[src/rtl/dsp_pkg.sv]
// Shared DSP definitions: FIR sequencing states, accumulator sizing and
// the round/saturate step used when narrowing accumulators to sample width.
package dsp_pkg;

  typedef enum logic [1:0] {
    IDLE = 2'd0,
    MAC  = 2'd1,
    OUT  = 2'd2
  } fir_state_t;

  // Working width of round_sat; callers sign-extend their accumulator to it.
  localparam int RS_WIDTH = 64;

  function automatic int acc_width(input int dw, input int taps);
    return 2 * dw + $clog2(taps);
  endfunction

  // Round half up by 2^frac, then clamp to a signed dw-bit range (frac >= 1).
  function automatic logic signed [RS_WIDTH-1:0] round_sat(
    input logic signed [RS_WIDTH-1:0] acc,
    input int                         frac,
    input int                         dw
  );
    logic signed [RS_WIDTH-1:0] r;
    logic signed [RS_WIDTH-1:0] hi;
    logic signed [RS_WIDTH-1:0] lo;
    r  = (acc + (64'sd1 <<< (frac - 1))) >>> frac;
    hi = (64'sd1 <<< (dw - 1)) - 64'sd1;
    lo = -(64'sd1 <<< (dw - 1));
    if (r > hi) begin
      r = hi;
    end else if (r < lo) begin
      r = lo;
    end
    return r;
  endfunction

endpackage

[src/rtl/fir_tap_mac.sv]
// Single signed multiply-accumulate stage shared across all FIR taps.
// clr has priority over en so a new sample always starts from zero.
module fir_tap_mac #(
  parameter int DATA_WIDTH = 16,
  parameter int ACC_WIDTH  = 37
) (
  input  logic                         clk,
  input  logic                         arst_n,
  input  logic                         clr,
  input  logic                         en,
  input  logic signed [DATA_WIDTH-1:0] coeff,
  input  logic signed [DATA_WIDTH-1:0] sample,
  output logic signed [ACC_WIDTH-1:0]  acc
);

  logic signed [2*DATA_WIDTH-1:0] product;

  assign product = coeff * sample;

  // NOTE: sequential state uses non-blocking assignments so every flop
  // updates from values sampled before the edge.
  always_ff @(posedge clk or negedge arst_n) begin
    if (!arst_n) begin
      acc <= '0;
    end else if (clr) begin
      acc <= '0;
    end else if (en) begin
      acc <= acc + {{(ACC_WIDTH - 2*DATA_WIDTH){product[2*DATA_WIDTH-1]}}, product};
    end
  end

endmodule

[src/rtl/fir_mac_engine.sv]
// Time-multiplexed direct-form FIR: one MAC iterated over all taps per sample,
// with valid/ready handshakes on both the sample input and the result output.
module fir_mac_engine
  import dsp_pkg::*;
#(
  parameter int DATA_WIDTH = 16,
  parameter int NUM_TAPS   = 30,
  parameter int FRAC_BITS  = 15
) (
  input  logic                           clk,
  input  logic                           arst_n,
  input  logic                           en,
  input  logic [NUM_TAPS*DATA_WIDTH-1:0] coeffs,
  input  logic                           in_valid,
  output logic                           in_ready,
  input  logic [DATA_WIDTH-1:0]          in_sample,
  output logic                           out_valid,
  input  logic                           out_ready,
  output logic [DATA_WIDTH-1:0]          out_sample,
  output logic                           busy
);

  localparam int ACC_WIDTH = acc_width(DATA_WIDTH, NUM_TAPS);
  localparam int TAP_W     = $clog2(NUM_TAPS + 1);
  // tap == DRAIN is the extra MAC cycle in which the final sum is registered.
  localparam logic [TAP_W-1:0] DRAIN = TAP_W'(NUM_TAPS);

  fir_state_t                    state;
  logic [TAP_W-1:0]              tap;
  logic signed [DATA_WIDTH-1:0]  x [NUM_TAPS];
  logic signed [DATA_WIDTH-1:0]  h_sel;
  logic signed [DATA_WIDTH-1:0]  x_sel;
  logic signed [ACC_WIDTH-1:0]   acc;
  logic signed [RS_WIDTH-1:0]    acc_ext;
  logic signed [RS_WIDTH-1:0]    rounded;
  logic                          accept;
  logic                          mac_en;

  assign in_ready = (state == IDLE) && en;
  assign accept   = in_valid && in_ready;
  assign busy     = (state != IDLE);
  assign mac_en   = (state == MAC) && (tap != DRAIN);

  // NOTE: every output of this block gets a default first, so the tap
  // mux cannot infer a latch for unmatched tap values.
  always_comb begin
    h_sel = '0;
    x_sel = '0;
    for (int i = 0; i < NUM_TAPS; i++) begin
      if (tap == TAP_W'(i)) begin
        h_sel = coeffs[i*DATA_WIDTH +: DATA_WIDTH];
        x_sel = x[i];
      end
    end
  end

  fir_tap_mac #(
    .DATA_WIDTH (DATA_WIDTH),
    .ACC_WIDTH  (ACC_WIDTH)
  ) u_mac (
    .clk    (clk),
    .arst_n (arst_n),
    .clr    (accept),
    .en     (mac_en),
    .coeff  (h_sel),
    .sample (x_sel),
    .acc    (acc)
  );

  assign acc_ext = {{(RS_WIDTH - ACC_WIDTH){acc[ACC_WIDTH-1]}}, acc};
  assign rounded = round_sat(acc_ext, FRAC_BITS, DATA_WIDTH);

  // NOTE: the delay line is a small bank of flops, not a RAM, so it can
  // take the asynchronous reset like any other register.
  always_ff @(posedge clk or negedge arst_n) begin
    if (!arst_n) begin
      for (int k = 0; k < NUM_TAPS; k++) x[k] <= '0;
    end else if (state == IDLE) begin
      if (!en) begin
        for (int k = 0; k < NUM_TAPS; k++) x[k] <= '0;
      end else if (accept) begin
        x[0] <= in_sample;
        for (int k = 1; k < NUM_TAPS; k++) x[k] <= x[k-1];
      end
    end
  end

  always_ff @(posedge clk or negedge arst_n) begin
    if (!arst_n) begin
      state      <= IDLE;
      tap        <= '0;
      out_valid  <= 1'b0;
      out_sample <= '0;
    end else begin
      case (state)
        IDLE: begin
          if (accept) begin
            tap   <= '0;
            state <= MAC;
          end
        end
        MAC: begin
          if (tap == DRAIN) begin
            out_sample <= rounded[DATA_WIDTH-1:0];
            out_valid  <= 1'b1;
            state      <= OUT;
          end else begin
            tap <= tap + TAP_W'(1);
          end
        end
        OUT: begin
          if (out_ready) begin
            out_valid <= 1'b0;
            state     <= IDLE;
          end
        end
        default: state <= IDLE;
      endcase
    end
  end

endmodule

[config.mk]
export PLATFORM = sky130hd
export DESIGN_NAME = fir_mac_engine
export DESIGN_NICKNAME = d
export VERILOG_FILES = /design/src/rtl/dsp_pkg.sv /design/src/rtl/fir_tap_mac.sv /design/src/rtl/fir_mac_engine.sv
export SDC_FILE = /design/constraint.sdc
export NUM_CORES = 2
export LEC_CHECK = 0
export ABC_AREA = 1
export CAP_MARGIN = 20
export CORE_UTILIZATION = 63
export CTS_BUF_LIST = sky130_fd_sc_hd__clkbuf_4 sky130_fd_sc_hd__clkbuf_8
export CTS_CLUSTER_DIAMETER = 150
export DETAILED_ROUTE_END_ITERATION = 6
export PLACE_DENSITY = 0.89
export SETUP_SLACK_MARGIN = 0.02
export SLEW_MARGIN = 20
export SYNTH_ARGS = -nofsm -noshare
export SYNTH_HDL_FRONTEND = slang
export SYNTH_SLANG_ARGS = --single-unit
[constraint.sdc]
create_clock -name clk -period 16.05 [get_ports clk]
set_input_delay 1.605 -clock clk [delete_from_list [all_inputs] [get_ports clk]]
set_output_delay 1.605 -clock clk [all_outputs]
set_load 0.02 [all_outputs]
* Yosys cells after proc, flatten, opt, wreduce, memory -nomap -nowiden
Cells that the tools add are included.
** Word-level totals
- Output and inout bits :: 19
- Register bits :: 541
** Cells by class
- Reductions and logical operators :: 14
- Order comparisons :: 2
- Muxes and demuxes :: 76
- Add/sub/neg operators :: 3
- Eq/ne operators :: 38
- Multipliers :: 1
** Operators with widths (count)
- 2-to-1 mux 16 bit :: 62
- 2-to-1 mux 480 bit :: 2
- equality test 5 bit, second input constant :: 15
- 2-to-1 mux 37 bit :: 2
- equality test 5 x 4 -> 1 bit, second input constant :: 8
- adder 37 x 16 -> 38 bit, second input constant :: 1
- adder 37 bit :: 1
- multiplier 16 x 16 -> 32 bit :: 1
- greater-than comparator 23 x 16 -> 1 bit, second input constant :: 1
- < comparator 23 x 16 -> 1 bit, second input constant :: 1
- equality test 5 x 3 -> 1 bit, second input constant :: 4
- equality test 5 x 2 -> 1 bit, second input constant :: 2
- 2-to-1 mux 5 bit :: 2
- case mux 5 bit (2 select lines) :: 1
- AND reduction 3 bit :: 3
- nonzero test 2 bit :: 4
- 2-to-1 mux 2 bit :: 3
- != test 2 bit, second input constant :: 3
- case mux 2 bit (3 select lines) :: 1
- adder 5 x 1 -> 5 bit, second input constant :: 1
- equality test 5 x 1 -> 1 bit, second input constant :: 1
- logical NOT 5 bit :: 1
- != test 5 bit, second input constant :: 1
- != test 2 x 1 -> 1 bit, second input constant :: 2
- 7 further kinds :: 11

* Logic depth before layout (Yosys ltp)
- Depth after elaboration :: 35
- Mapped depth :: 83
- Depth with buffers taken out :: 82

* By module
Synthesis repeated with hierarchy kept, for this count alone.
** Unflattened totals
- Cells, all modules :: 6020
- Area total of the unflattened synthesis :: 43171.4 um^2
** Modules (own cells, without submodules)
- fir_mac_engine :: seq. area each 12612.1 um^2, area an instance 29009.1 um^2, cells an instance 4092, instances 1
- fir_tap_mac :: seq. area each 925.9 um^2, area an instance 14162.3 um^2, cells an instance 1928, instances 1

* Worst setup path after synthesis
OpenSTA, ideal clock, no wires.
- Path type :: input-to-reg
- Start :: input port coeffs[15]
- End :: register u_mac.acc[36]
- Library setup time :: 0.128 ns
- Slack :: 5.315 ns
- Required time :: 15.922 ns
- Path buffers :: 1
- Stages :: 72
- Arrival :: 10.607 ns
- Path through :: nand3_1 -> nand3_1 -> o211ai_1 -> nand2_1 -> nand2_1 -> nand2_1 -> nand2_1 -> nand2_1 -> nand2_1 -> nand2_1 -> nand2_1 -> nand2_1 -> nand2_1 -> nand3_1 -> nand3_1 -> nand3_1 -> nand3_1 -> nand2_1 -> [36 not listed] -> o21ai_1 -> nand2_1 -> nand2_1 -> a21oi_1 -> xor2_1 -> ha_1 -> nand2_1 -> nor2_1 -> nand2_1 -> inv_1 -> a221oi_1 -> nand3_1 -> nand3_1 -> nand2_1 -> xor2_1 -> xor2_1 -> nand2_1 -> o21ai_1
** Between the ends
- Word-level cells in the longest chain between the ends :: 34
** RTL lines
- start, declared :: RTL line fir_mac_engine.sv:13 : input logic [NUM_TAPS*DATA_WIDTH-1:0] coeffs,
- 2-to-1 mux 16 bit (30 in a row) :: RTL line fir_mac_engine.sv:50 : if (tap == TAP_W'(i)) begin
- multiplier 16 x 16 -> 32 bit :: RTL line fir_tap_mac.sv:18 : assign product = coeff * sample;
- adder 37 bit :: RTL line fir_tap_mac.sv:28 : acc <= acc + {{(ACC_WIDTH - 2*DATA_WIDTH){product[2*DATA_WIDTH-1]}}, product};
- 2-to-1 mux 37 bit :: RTL line fir_tap_mac.sv:27 : end else if (en) begin
- 2-to-1 mux 37 bit :: RTL line fir_tap_mac.sv:25 : end else if (clr) begin
- end signal, assigned :: RTL line fir_tap_mac.sv:28
- end, declared :: RTL line fir_tap_mac.sv:13 : output logic signed [ACC_WIDTH-1:0] acc
Every way passes these cells. The select of a mux whose other input is x is not followed.
A chain may end at the register's enable or synchronous reset.

* Worst setup path in the final report
- Start :: register tap[4]
- End :: register u_mac.acc[36]
** Between the ends
- Word-level cells in the longest chain between the ends :: 35
- Elaborated cells on any way between the ends :: 97
- Classes of those cells :: add/sub: 1; mul: 1; eq/ne: 30; mux: 62; reduce/logical: 3
** RTL lines
- start, declared :: RTL line fir_mac_engine.sv:29 : logic [TAP_W-1:0] tap;
- start signal, assigned :: RTL line fir_mac_engine.sv:108 : tap <= tap + TAP_W'(1);
- logical NOT 5 bit :: RTL line fir_mac_engine.sv:50
- 2-to-1 mux 16 bit (30 in a row) :: RTL line fir_mac_engine.sv:50
- multiplier 16 x 16 -> 32 bit :: RTL line fir_tap_mac.sv:18
- adder 37 bit :: RTL line fir_tap_mac.sv:28
- 2-to-1 mux 37 bit :: RTL line fir_tap_mac.sv:27
- 2-to-1 mux 37 bit :: RTL line fir_tap_mac.sv:25
Parallel ways exist; a longest one is shown, timed or not. The select of a mux whose other input is x is not followed.

==> qor.yml <==
outcome:
  outcome: "complete, but fails checks"
  violations: "DRC"
floorplanning:
  io_pins: 520
  initial_core_util: 0.641
  die_y_microns: 259
  core_sq_um: 64800
  die_w_microns: 259
  die_area_sq_um: 67000
  rows: 93
cts:
  cts_hold_buf: 0
  ctsResizeCount: 0
  cts_tree: "yes"
  numCtsBuffers: 87
  cts_setup_buffers: 0
  path_clk_slew_ns: 0.06
  clock_latency_ns: 0.71
  cts_max_level: 3
  root_buffer: "clkbuf_8"
  cts_buffer_depth: 3
  cts_sinks: 541
route:
  avgRoutedWirePerCell_microns: 20.6
  initialDrtViolationCount: 5216
  drc: 1
  wl_microns: 141000
  drtPass1Iterations: 7
  viasPerCell: 5.97
  ant_nets: 0
  via_count: 40900
synthesis:
  async_flop_share: 1.00
  yosysTopAreaCell: "dfrtp_1"
  netlist_top_cells_area: "dfrtp_1, fa_1, nand2_1, inv_1, o22ai_1"
  netlist_area_sq_um: 41500
  yosys_warnings: 0
  synthCells: 5552
  yosysTopAreaCellShare: 0.326
  synth.distinct_cells: 54
  synth_seq_cells: 541
  synth_edf_count: 0
  synth_flop_cell: "dfrtp_1"
  syn-num-nets: 6442
  synth-seq-area-share: 0.326
  syn_area_per_cell_sq_um: 7.48
layout:
  area_growth_pct: 18.2
  n_fill_cell: 4804
  fin_nets: 6811
  drive_gt1_frac: 0.0671
timing:
  slew_violations: 0
  fmax_mhz: 69.4
  fin_crit_sh: 0.898
  worstMarginPinSlew_ns: 1.24
  setup_tns_ns: 0
  fin_skew_ns: 0.0555
  setup_viol: 0
  fin_crit_ns: 14.41
  slew_headroom: 0.168
  finalHoldViolCount: 0
  rsz0062_at_grt: "no"
global_routing:
  grt_pass1_wl_microns: 222000
  grt_usage: 0.425
  grt_pass1_vias: 40500
  grt.overflow.total: 0
  antenna_found_initial: 3
  grt_start_max_net_pins: 255
placed_design:
  gp_congestion: 1.06
  place_hpwl_microns: 102000
  port_buffers: 519
worst_setup_path:
  critPathKind: "register to register"
  slowest_stage: "a31oi_1"
  max_stage_delay_ns: 0.76
  path_common_cell: "nand2_1"
  worstSetupEndpointType: "register"
  critPathLaunchType: "register"
  cp.arrival_ns: 14.97
  cp_data_required_time_ns: 16.60
  crit_path_max_fanout: 38
flow_run:
  cap_violations: 0
worst_hold_path:
  hold_class: "register to register"
## synth_stat cells, types with 36 or more instances
cell	instances
a21oi_1	221
buf_2	81
clkbuf_1	202
dfrtp_1	541
fa_1	264
ha_1	125
inv_1	1013
nand2_1	1198
nand3_1	391
nor2_1	368
o21ai_0	234
o22ai_1	483
or2_2	89
xor2_1	36
## flip-flops by register name, summed over array words and instances (netlist names)
name        flops
u_mac.acc      37
x             480
state           2
out_sample     16
tap             5
out_valid       1
## cells in the final DEF (no fill, tap or decap), types with 21 or more instances in the layout
master,Yosys,layout
nand4_1,28,28
o211ai_1,21,21
ha_1,125,125
clkbuf_4,0,24
a21oi_1,221,220
nor2_2,14,23
dfrtp_1,541,541
fa_1,264,264
nand2_1,1198,1197
nor2_1,368,358
inv_1,1013,1011
clkbuf_8,0,117
xor2_1,36,36
o21ai_0,234,234
clkdlybuf4s50_1,0,518
or2_2,89,89
o21bai_1,23,23
buf_4,12,62
o21ai_1,25,25
o22ai_1,483,483
nand3_1,391,390
## kinds of logic after synthesis
family | Yosys count | share of synthesized area
and+or+nand+nor | 2143 | 0.217
adders and majority gates | 389 | 0.165
xor gates and xnor gates | 56 | 0.0118
AOI/OAI and AO/OA | 1089 | 0.155
DFF | 541 | 0.326
buffers and inverters | 1334 | 0.125
## worst max-delay path: cells and delay by family (launching register included)
| family | cells | cell delay, ns |
|---|---|---|
| compound gates | 17 | 4.21 |
| xor+xnor | 3 | 0.87 |
| fa+ha+maj | 8 | 3.83 |
| buf+inv | 5 | 0.71 |
| flops | 1 | 0.63 |
| simple gates | 33 | 4.05 |
## cell type report
class	instances	area [sq um]	share of cell area
clock inverter	20	210	0.00428
tap	855	1070	0.0218
antenna	3	7.51	0.000153
timing repair buffer	585	5740	0.117
sequential	541	13500	0.276
clock buffer	141	1790	0.0365
multi-input combinational	3677	22900	0.466
inverter	1029	3860	0.0787
## per-layer routing
metal | vias up | wire length (microns) | GRT usage
met2 | 2366 | 63300 | 0.650
met3 | 414 | 16000 | 0.113
li1 | 18500 | - | -
met5 | - | 13 | 0
met1 | 19600 | 55200 | 0.567
met4 | 2 | 6730 | 0.191
## stage by stage
| step | hold WS, ns | instances | instance area, sq um | util | worst slack, ns |
|---|---|---|---|---|---|
| 2_1_floorplan | 0.458 | 5552 | 41500 | - | 5.32 |
| 3_3_place_gp | 0.472 | 6687 | 47100 | 0.726 | 2.25 |
| 3_5_place_dp | 0.483 | 6687 | 47100 | 0.726 | 2.04 |
| 4_1_cts | 0.499 | 6848 | 49100 | 0.757 | 2.16 |
| 5_1_grt | 0.519 | 6850 | 49100 | 0.757 | 0.877 |
| 6_report | 0.504 | 6851 | 49100 | 0.757 | 1.64 |
## final timing paths
check	startpoint	to	slack, ns	cells past startpoint
max	tap[4]$_DFFE_PN0P_	u_mac.acc[36]$_DFFE_PN0P_	1.64	66
min	u_mac.acc[11]$_DFFE_PN0P_	u_mac.acc[11]$_DFFE_PN0P_	0.50	2
max reg2reg	tap[4]$_DFFE_PN0P_	u_mac.acc[36]$_DFFE_PN0P_	1.64	66
min reg2reg	u_mac.acc[11]$_DFFE_PN0P_	u_mac.acc[11]$_DFFE_PN0P_	0.50	2
max in group asynchronous	arst_n	x[403]$_DFFE_PN0P_	12.68	3
min in group asynchronous	arst_n	x[144]$_DFFE_PN0P_	0.95	1
Power is not shown: default switching activity piles up to over one toggle a cycle in this logic, so the estimate is an artifact.
